File: src/rtl/demux1to4_router_pkg.sv
// ============================================================================
// Module      : demux1to4_router_pkg
// Description : Shared channel encodings and sizing helpers for the 1:4 router.
// Revision    : 1.0 - initial release
// ============================================================================
`default_nettype none

package demux1to4_router_pkg;

  localparam logic [1:0] CH0 = 2'b00;
  localparam logic [1:0] CH1 = 2'b01;
  localparam logic [1:0] CH2 = 2'b10;
  localparam logic [1:0] CH3 = 2'b11;

  localparam int DEFAULT_DEPTH = 2;

  // Occupancy runs 0..DEPTH inclusive, hence one bit more than the pointer.
  function automatic int count_width(input int depth);
    return $clog2(depth) + 1;
  endfunction

endpackage

`default_nettype wire

File: src/rtl/demux_fifo.sv
// ============================================================================
// Module      : demux_fifo
// Description : W x DEPTH synchronous FIFO with a registered-state head view.
// Revision    : 1.0 - initial release
// ============================================================================
`default_nettype none

module demux_fifo
  import demux1to4_router_pkg::*;
#(
  parameter int W     = 32,
  parameter int DEPTH = DEFAULT_DEPTH,
  localparam int CW   = count_width(DEPTH)
) (
  input  logic          clk,
  input  logic          reset,
  input  logic          push,
  input  logic [W-1:0]  push_data,
  output logic          full,
  input  logic          pop,
  output logic [W-1:0]  head_data,
  output logic          empty,
  output logic [CW-1:0] count
);

  localparam int c_ptr_w = $clog2(DEPTH);

  logic [W-1:0]       r_mem [DEPTH];
  logic [c_ptr_w-1:0] r_rd_ptr;
  logic [c_ptr_w-1:0] r_wr_ptr;
  logic [CW-1:0]      r_count;
  logic [W-1:0]       r_last;
  logic               w_do_push;
  logic               w_do_pop;

  assign full      = (r_count == CW'(DEPTH));
  assign empty     = (r_count == '0);
  assign count     = r_count;
  assign w_do_push = push && !full;
  assign w_do_pop  = pop && !empty;

  // When drained, keep showing the last delivered word rather than a stale slot.
  assign head_data = empty ? r_last : r_mem[r_rd_ptr];

  always_ff @(posedge clk) begin
    if (!reset && w_do_push) begin
      r_mem[r_wr_ptr] <= push_data;
    end
  end

  always_ff @(posedge clk) begin
    if (reset) begin
      r_rd_ptr <= '0;
      r_wr_ptr <= '0;
      r_count  <= '0;
      r_last   <= '0;
    end else begin
      if (w_do_push) begin
        r_wr_ptr <= r_wr_ptr + 1'b1;
      end
      if (w_do_pop) begin
        r_rd_ptr <= r_rd_ptr + 1'b1;
        r_last   <= r_mem[r_rd_ptr];
      end
      case ({w_do_push, w_do_pop})
        2'b10:   r_count <= r_count + 1'b1;
        2'b01:   r_count <= r_count - 1'b1;
        default: r_count <= r_count;
      endcase
    end
  end

endmodule

`default_nettype wire

File: src/rtl/demux1to4_router.sv
// ============================================================================
// Module      : demux1to4_router
// Description : Steers one valid/ready stream to one of four buffered channels.
// Revision    : 1.0 - initial release
// ============================================================================
`default_nettype none

module demux1to4_router
  import demux1to4_router_pkg::*;
#(
  parameter int W     = 32,
  parameter int DEPTH = DEFAULT_DEPTH,
  localparam int CW   = count_width(DEPTH)
) (
  input  logic            clk,
  input  logic            reset,
  input  logic            in_valid,
  output logic            in_ready,
  input  logic [1:0]      in_select,
  input  logic [W-1:0]    in_data,
  output logic [3:0]      out_valid,
  input  logic [3:0]      out_ready,
  output logic [W-1:0]    out_data0,
  output logic [W-1:0]    out_data1,
  output logic [W-1:0]    out_data2,
  output logic [W-1:0]    out_data3,
  output logic [4*CW-1:0] ch_count
);

  logic [3:0]   w_sel_onehot;
  logic [3:0]   w_full;
  logic [3:0]   w_empty;
  logic [W-1:0] w_head [4];
  logic         w_accept;

  always_comb begin
    w_sel_onehot = 4'b0000;
    case (in_select)
      CH0:     w_sel_onehot = 4'b0001;
      CH1:     w_sel_onehot = 4'b0010;
      CH2:     w_sel_onehot = 4'b0100;
      CH3:     w_sel_onehot = 4'b1000;
      default: w_sel_onehot = 4'b0000;
    endcase
  end

  // Ready depends only on the addressed channel, never on any out_ready.
  assign in_ready = !w_full[in_select];
  assign w_accept = in_valid && in_ready;

  generate
    for (genvar k = 0; k < 4; k++) begin : g_ch
      demux_fifo #(
        .W     (W),
        .DEPTH (DEPTH)
      ) u_fifo (
        .clk       (clk),
        .reset     (reset),
        .push      (w_accept && w_sel_onehot[k]),
        .push_data (in_data),
        .full      (w_full[k]),
        .pop       (out_ready[k]),
        .head_data (w_head[k]),
        .empty     (w_empty[k]),
        .count     (ch_count[k*CW +: CW])
      );
    end
  endgenerate

  assign out_valid = ~w_empty;
  assign out_data0 = w_head[0];
  assign out_data1 = w_head[1];
  assign out_data2 = w_head[2];
  assign out_data3 = w_head[3];

endmodule

`default_nettype wire
File: config.mk
export PLATFORM = sky130hd
export DESIGN_NAME = demux1to4_router
export DESIGN_NICKNAME = d
export VERILOG_FILES = /design/src/rtl/demux1to4_router_pkg.sv /design/src/rtl/demux_fifo.sv /design/src/rtl/demux1to4_router.sv
export SDC_FILE = /design/constraint.sdc
export NUM_CORES = 1
export LEC_CHECK = 0
export CAP_MARGIN = 20
export CORE_ASPECT_RATIO = 0.7
export CORE_MARGIN = 3
export CORE_UTILIZATION = 56
export DETAILED_ROUTE_END_ITERATION = 10
export GPL_ROUTABILITY_DRIVEN = 0
export PLACE_DENSITY_LB_ADDON = 0.12
export SKIP_LAST_GASP = 1
export SLEW_MARGIN = 20
export SYNTH_ARGS = -nofsm -noshare
export SYNTH_HDL_FRONTEND = slang
export SYNTH_SLANG_ARGS = --single-unit
File: constraint.sdc
create_clock -name clk -period 5.6 [get_ports clk]
set_input_delay 0.56 -clock clk [delete_from_list [all_inputs] [get_ports clk]]
set_output_delay 0.56 -clock clk [all_outputs]
set_load 0.02 [all_outputs]
---- After elaboration in Yosys (flattened, before gate mapping) ----
Memory sizes are Yosys's and may differ from the RTL's. A register that Yosys moved wholly into a read port is not among the register bits.
Cells that the tools add are included.
operators by class
  $add $sub $neg .......................... 16
  $lt $le $gt $ge ......................... 1
  equality and inequality tests ........... 15
  muxes and demuxes ....................... 27
  bitwise gates (word level) .............. 1
  reduce and logical (&&, ||, !) cells .... 36
operator list
  cell                                                                           count
  32-bit two-way mux                                                             4
  2-bit == test (second input constant)                                          10
  1-bit logical AND                                                              17
  1-bit two-way mux                                                              17
  2-bit one-hot mux with 2 select lines                                          4
  4-bit one-hot mux with 4 select lines                                          1
  2-bit by 1-bit == test with 1-bit output (second input constant)               5
  1-bit zero test                                                                10
  2-bit zero test                                                                5
  1-bit adder (second input constant)                                            8
  2-bit by 1-bit adder with 2-bit output (second input constant)                 4
  2-bit nonzero test                                                             4
  2-bit by 1-bit subtractor with 2-bit output (second input constant)            4
  4-bit NOT                                                                      1
  2-bit by 3-bit less-than comparator with 1-bit output (second input constant)  1
  1-bit binary-select mux with 2-bit select                                      1
word-level totals
  bits in registers ....................... 144
  memory bits (writable) .................. 256
  output and inout bits ................... 141
  logic and storage cells ................. 116
  memories ................................ 4
memories
  memory                depth  bits a word  rd ports  clocked after Yosys merged registers in  wr ports  RTL line          RTL
  g_ch[0].u_fifo.r_mem  2      32           1         1                                        1         demux_fifo.sv:28  logic [W-1:0] r_mem [DEPTH];
  g_ch[1].u_fifo.r_mem  2      32           1         1                                        1         demux_fifo.sv:28
  g_ch[2].u_fifo.r_mem  2      32           1         1                                        1         demux_fifo.sv:28
  g_ch[3].u_fifo.r_mem  2      32           1         1                                        1         demux_fifo.sv:28

---- Depth between registers and ports, before layout ----
Gate-level depths: netlist of the first run.
  depth in word-level cells ............... 10
  gate-level depth with buffers ........... 7
  gate-level depth less buffers ........... 6

---- Hierarchy ----
From an unflattened synthesis of the first run, not the netlist that was laid out.
second synthesis, totals
  cell total of the unflattened synthesis .. 1227
  area, all modules ....................... 16181.8 sq um
by module, submodules not included
  module                            times used  cells an instance  area each (sq um)  seq. area each (sq um)
  demux_fifo at g_ch[1].u_fifo ...  3           304                4026.4             2662.6
  demux_fifo at g_ch[0].u_fifo      1           304                4023.9             2662.6
  demux1to4_router                  1           11                 78.8               0.0

---- Worst setup path after synthesis of the first run ----
OpenSTA, ideal clock, no wires.
  kind .................................... input to register
  start point ............................. input reset
  end point ............................... memory g_ch[0].u_fifo.r_mem[1][0], enable pin
  library setup time ...................... 0.502 ns
  arrival time ............................ 4.103 ns
  required time ........................... 5.098 ns
  setup slack ............................. 0.994 ns
  stages .................................. 3
  path through ............................ buf_2 > nor3b_1 > nor4bb_1
between the ends
  cells in the longest elaborated chain, start to end .. 4
ends and longest elaborated chain
  element                                  RTL line                RTL
  start: declaration                       demux1to4_router.sv:16  input logic reset,
  1-bit zero test                          demux_fifo.sv:46        if (!reset && w_do_push) begin
  1-bit logical AND                        demux_fifo.sv:46
  1-bit two-way mux                        demux_fifo.sv:46
  1-bit two-way mux (implied by the code)  demux_fifo.sv:47        r_mem[r_wr_ptr] <= push_data;
  end: declaration                         demux_fifo.sv:28
No other way between the ends.

==> impl_results.md, run 1 <==
* Initial core utilization at 0.575
* #FFs+latches synth at 404
* Syn Area/Cell at 12.7 um2
* Vias in the first global route at 9438
* Sink Count at 404
* Skew final at 0.0124 ns
* Synth Instances at 1219
* Setup bufs post-CTS at 0
* Synth warnings at 0
* Static leakage at 5.98 nW
* Die width at 205 um
* Area of the core at 0.0270 mm2
* Max-cap violations at 0
* Initial antenna violation count at 0
* Synth-to-layout area growth at 20.7%
* Synth async-reset ratio at 0
* Top-count cell post-synth: nor2_1
* Overall routed net length at 34300 um
* GRT Total Usage at 0.228
* Drt via density at 5.63
* H-tree Lvls at 2
* Mapped Area at 0.0155 mm2
* Largest net degree at the start of global routing at 80
* Outcome: complete, no violations
* EDFF count, synth at 256
* Hold Path Class: flop to flop
* Achievable Freq at 295 MHz
* CTS Buf Count at 38
* Row count at 50
* Worst relative slew slack at 0.265
* CP startpoint kind: flop
* GRT overflow at 0
* Chip height at 145 um
* GR peak layer: met1
* Pwr Density at 479 mW/mm2
* WP buf/inv at 1
* Utilization after layout at 0.694
* ANT nets after route at 0
* Slew @ Worst Pin at 1.10 ns
* Min-delay src: g_ch[2].u_fifo.r_last[4]
* Port Buf Inserts at 181
* CP Class: flop to output pin
* Family with the most delay on the worst path: flip-flops
* Synth top area cells: edfxtp_1 49%, dfxtp_1 19%, mux2i_1 8.2%
* Met3 Use GR at 0.0463
* Root buf cell: clkbuf_16
* Final setup viols at 0
* TritonCTS clock tree: yes
* Slew Limit Fails at 0
* Critical path peak fanout at 32
* Total negative slack at 0 ns
* Hold_buf cts at 0
* Vias at 9899
* Synth top area share at 0.495
* Crit end category: output pin
* Clock Path Buffers at 3
* Syn Nets at 1264
* Drt pass-1 iters at 5
* CP Data Arrival Time at 2.82 ns
* Largest area contributor in the netlist: edfxtp_1
* DP Wirelength at 21300 um
* Minimum clock period at 3.38 ns
* Sequential-to-total area share from yosys stat at 0.685
* Worst-Skew Late Latency at 0.52 ns
* # DRC at 0
* Reg clk slew, reported paths at 0.06 ns
* CP max stage delay at 1.05 ns
* Layout cell share with drive strength beyond 1 at 0.0611
* RSZ-0062 raised after global routing: false
* Req. time, crit path at 5.04 ns
* Fin crit share at 0.604
* Reg-to-Reg Start: g_ch[3].u_fifo.count[0]
* Yosys cell types at 34
* Ports at 182
* Iter 0 DRT Violations at 568
* GRT met1 Usage at 0.358
* Die ar. at 0.0298 mm2
* Worst path slowest cell: dfxtp_2
* GRT met2 Usage at 0.337
* Total design power at 8.97 mW
* Main synth FF type: edfxtp_1
* Peak VDD IR at 415 uV
* Final hold violation count at 0
* Routed len/inst at 19.5 um
* Cells resized by post-CTS repair at 0
* Synth cell count leaders: 274 x nor2_1, 256 x edfxtp_1, 148 x dfxtp_1, 134 x a21oi_1
* First-pass GRT wire length at 53400 um
* Final nets at 1406
* Crit path cell chain: mux2i_1 -> a21oi_1 -> clkdlybuf4s50_1
[cells by family after synthesis]
family	synth area share
and+or+nand+nor	0.0780
buffers and inverters	0.0324
muxes	0.0839
adders and majority gates	0.00322
AOI/OAI and AO/OA	0.110
xor gates and xnor gates	0.00676
DFF	0.685
[placed cells by master (no fill, tap or decap), types with 3 or more instances in the layout]
master           instances
clkinv_1                 4
a211oi_1               128
nand2b_1                 3
o21a_2                   3
clkbuf_8                 3
xnor2_1                  8
ha_1                     4
nor2_1                 270
xor2_1                   4
or3_1                    6
or2_2                    3
clkinv_2                 4
o21ai_0                  4
bufinv_16                3
edfxtp_1               256
a21oi_1                134
clkbuf_16               41
dfxtp_2                  4
inv_1                    4
mux2i_1                128
dfxtp_1                144
clkbuf_1                14
buf_4                   12
nor2_4                   4
clkdlybuf4s50_1        180
diode_2                  3
[worst reg2reg max path: cells and delay by family (launching register included)]
kind | cells | cell delay [ns]
AND/OR/NAND/NOR | 3 | 1.39
flip-flops | 1 | 0.43
[where the power goes]
group | internal (mW) | switching, mW
combinational | 1.23 | 1.60
clock | 1.52 | 1.05
sequential | 3.38 | 0.199
total | 6.13 | 2.85
[routing by layer]
layer	vias up	routed length (um)
met1	4821	16200
li1	4742	-
met4	0	414
met3	41	2590
met2	295	15000
met5	-	0
[final cells by class]
type                    count  area (um2)
diodes                      3        7.51
flip-flops and latches    404       10700
repair buffers            192        1890
inverters                   4        15.0
multi-input cells         721        4470
fillers                  1973        8280
clock buffers              58        1120
clock inverters            12         136
well taps                 364         455
[state kept, by name (all words and copies together) (netlist names), named ones only]
| register | count |
|---|---|
| g_ch.u_fifo.r_wr_ptr | 4 |
| g_ch.u_fifo.r_mem | 256 |
| g_ch.u_fifo.r_rd_ptr | 4 |
| g_ch.u_fifo.count | 8 |
| g_ch.u_fifo.r_last | 128 |
[stage by stage]
stage               hold slack [ns]  area, um2  std cells  setup WS (ns)
global placement              0.484      17500       1685           2.64
CTS                           0.499      18700       1755           2.14
finish                        0.497      18800       1758           2.22
floorplan                     0.437      15500       1219          0.994
global route                  0.516      18700       1755           2.08
detailed placement            0.491      17500       1685           2.58
[path summary, 6_finish.rpt]
check                          endpoint  slack, ns  cells after the start
min            g_ch[2].u_fifo.r_last[4]       0.50                      2
max reg2reg  g_ch[3].u_fifo.r_mem[0][6]       3.37                      3
max                        out_data0[1]       2.22                      3
min reg2reg    g_ch[2].u_fifo.r_last[4]       0.50                      2
Power figures use the tool's default switching activity.
==> run 2, diff against run 1 <==
--- a/config.mk
+++ b/config.mk
@@ -8,7 +8,7 @@
 export CAP_MARGIN = 20
 export CORE_ASPECT_RATIO = 0.7
 export CORE_MARGIN = 3
-export CORE_UTILIZATION = 56
+export CORE_UTILIZATION = 50
 export DETAILED_ROUTE_END_ITERATION = 10
 export GPL_ROUTABILITY_DRIVEN = 0
 export PLACE_DENSITY_LB_ADDON = 0.12
==> constraint.sdc (replaced) <==
create_clock -name clk -period 2.9 [get_ports clk]
set_input_delay 0.29 -clock clk [delete_from_list [all_inputs] [get_ports clk]]
set_output_delay 0.29 -clock clk [all_outputs]
set_load 0.02 [all_outputs]
==> impl_results.md, run 2 (synthesis results as in run 1) <==
* Row count at 53 (+6.0%)
* Crit end category: output pin
* Hold Path Class: input pin to flop
* H-tree Lvls at 2 (unchanged)
* Largest net degree at the start of global routing at 141 (+76%)
* Ports at 182 (unchanged)
* Initial core utilization at 0.513 (-0.0622)
* RSZ-0062 raised after global routing: false
* Worst relative slew slack at 0.545 (+0.280)
* Worst-Skew Late Latency at 0.54 ns (+0.02 ns)
* Initial antenna violation count at 1 (+1)
* Overall routed net length at 35000 um (+2.1%)
* DP Wirelength at 22500 um (+5.2%)
* Hold_buf cts at 0 (unchanged)
* Drt pass-1 iters at 5 (unchanged)
* CP max stage delay at 0.55 ns (-0.50 ns)
* Req. time, crit path at 2.61 ns (-2.43 ns)
* Total design power at 17.4 mW (+94%)
* Pwr Density at 909 mW/mm2 (+90%)
* TritonCTS clock tree: yes
* WP buf/inv at 2 (+1)
* ANT nets after route at 0 (unchanged)
* CTS Buf Count at 39 (+2.6%)
* Final hold slack at 0.104 ns (-0.393 ns)
* Drt via density at 5.38 (-4.4%)
* Static leakage at 6.09 nW (+1.9%)
* Clock Path Buffers at 3 (unchanged)
* Skew final at 0.0165 ns (+0.00412 ns)
* # DRC at 0 (unchanged)
* Outcome: complete, no violations
* Die ar. at 0.0333 mm2 (+12%)
* Max-cap violations at 0 (unchanged)
* Vias at 9816 (-0.84%)
* Minimum clock period at 2.80 ns
* Vias in the first global route at 9181 (-2.7%)
* Crit path cell chain: buf_4 -> mux2i_1 -> a21oi_1 -> clkdlybuf4s50_1
* CP Data Arrival Time at 2.51 ns (-0.31 ns)
* Storage cell area at 0.0107 mm2 (unchanged)
* Achievable Freq at 357 MHz
* Sink Count at 404 (unchanged)
* Multi-input combinational cell area at 0.00448 mm2 (+0.31%)
* Area of the core at 0.0303 mm2 (+12%)
* GRT Total Usage at 0.208 (-0.0200)
* Layout cell share with drive strength beyond 1 at 0.0760 (+0.0149)
* Worst path slowest cell: dfxtp_2
* Fin crit share at 0.967
* GRT overflow at 0 (unchanged)
* Placed cell count at 1748 (+3.7%)
* Synth-to-layout area growth at 22.9%
* Family with the most delay on the worst path: buffers and inverters
* Largest register by flop count: g_ch.u_fifo.r_mem
* Peak VDD IR at 541 uV (+30%)
* Root buf cell: clkbuf_16
* Reg clk slew, reported paths at 0.06 ns (about the same)
* Max reg flops at 256 (unchanged)
* Final nets at 1422 (+1.1%)
* Most frequent cells in the layout: 270 x nor2_1, 256 x edfxtp_1, 180 x clkdlybuf4s50_1, 144 x dfxtp_1, 134 x a21oi_1
* Port Buf Inserts at 181 (unchanged)
* Routed len/inst at 19.2 um (-1.6%)
* Die width at 217 um (+5.7%)
* Final Non-Filler Cells at 1823 (+3.7%)
* Slew Limit Fails at 0 (unchanged)
* First-pass GRT wire length at 53600 um (+0.40%)
* Final hold violation count at 0 (unchanged)
* CP startpoint kind: flop
* Most common cell after layout, fill and taps aside: nor2_1
* Critical path peak fanout at 12 (-63%)
* CP Class: flop to output pin
* Iter 0 DRT Violations at 665 (+17%)
* Slew @ Worst Pin at 0.683 ns (-0.420 ns)
* Final setup viols at 0 (unchanged)
* Fillcell total at 2332 (+18%)
* Chip height at 153 um (+5.6%)
## run 2: changes by cell type in the layout (fill, tap and decap cells not counted), moves of 3 or more
cell / delta
buf_12: +15
clkbuf_1: -3
inv_6: +4
clkinv_2: +3
## run 2: through the flow
stage | TNS, ns | cell area, um2 | util | setup WS [ns]
3_5_place_dp | 0 | 17900 | 0.589 | 0.487
3_3_place_gp | 0 | 17900 | 0.589 | 0.501
2_1_floorplan | -5.98 | 15600 | - | -0.187
5_1_grt | 0 | 19100 | 0.630 | 0.00203
4_1_cts | 0 | 19100 | 0.630 | 0.0236
6_report | 0 | 19100 | 0.630 | 0.0952
## run 2: layout make-up
type                       instances  share of cell area
clock buffer                      55              0.0569
clock inverter                    16             0.00760
antenna                            4            0.000524
tap                              412              0.0270
sequential                       404               0.558
timing repair buffer             207               0.115
multi-input combinational        721               0.235
inverter                           4            0.000786
## run 2: routing by layer
layer | GRT usage | part of all wire | vias up
met5 | 0 | 0.00037 | -
li1 | - | - | 4795
met1 | 0.332 | 0.51 | 4732
met3 | 0.0381 | 0.055 | 34
met4 | 0.0409 | 0.011 | 2
met2 | 0.300 | 0.43 | 253
## run 2: path summary, 6_finish.rpt
| kind | start | endpoint | slack, ns | depth (start not counted) |
|---|---|---|---|---|
| setup / recovery | flop | out_data0[3] | 0.1 | 4 |
| setup reg to reg | g_ch[1].u_fifo.count[1] | g_ch[1].u_fifo.count[1] | 0.96 | 5 |
| hold reg to reg | g_ch[1].u_fifo.r_last[16] | g_ch[1].u_fifo.r_last[16] | 0.50 | 2 |
| hold / removal | reset | g_ch[1].u_fifo.count[0] | 0.10 | 2 |
## run 2: repair_timing
item / 4_1_cts / 5_1_grt
setup buffers: 0 / 0
cloned: 0 / 0
setup endpoints to repair: 12 / 38
gates resized for setup: 1 / 3
## run 2: where the power goes
part / internal [mW] / switching [mW]
Clock: 2.81 / 2.07
Sequential: 6.52 / 0.257
Combinational: 2.47 / 3.24
## run 2: worst reg2reg max path, cell delays in order (launching register included)
cell     delay, ns
dfxtp_1       0.41
nor2b_1       0.43
or3_1         0.24
ha_1          0.28
or3_1         0.38
a21oi_1       0.14
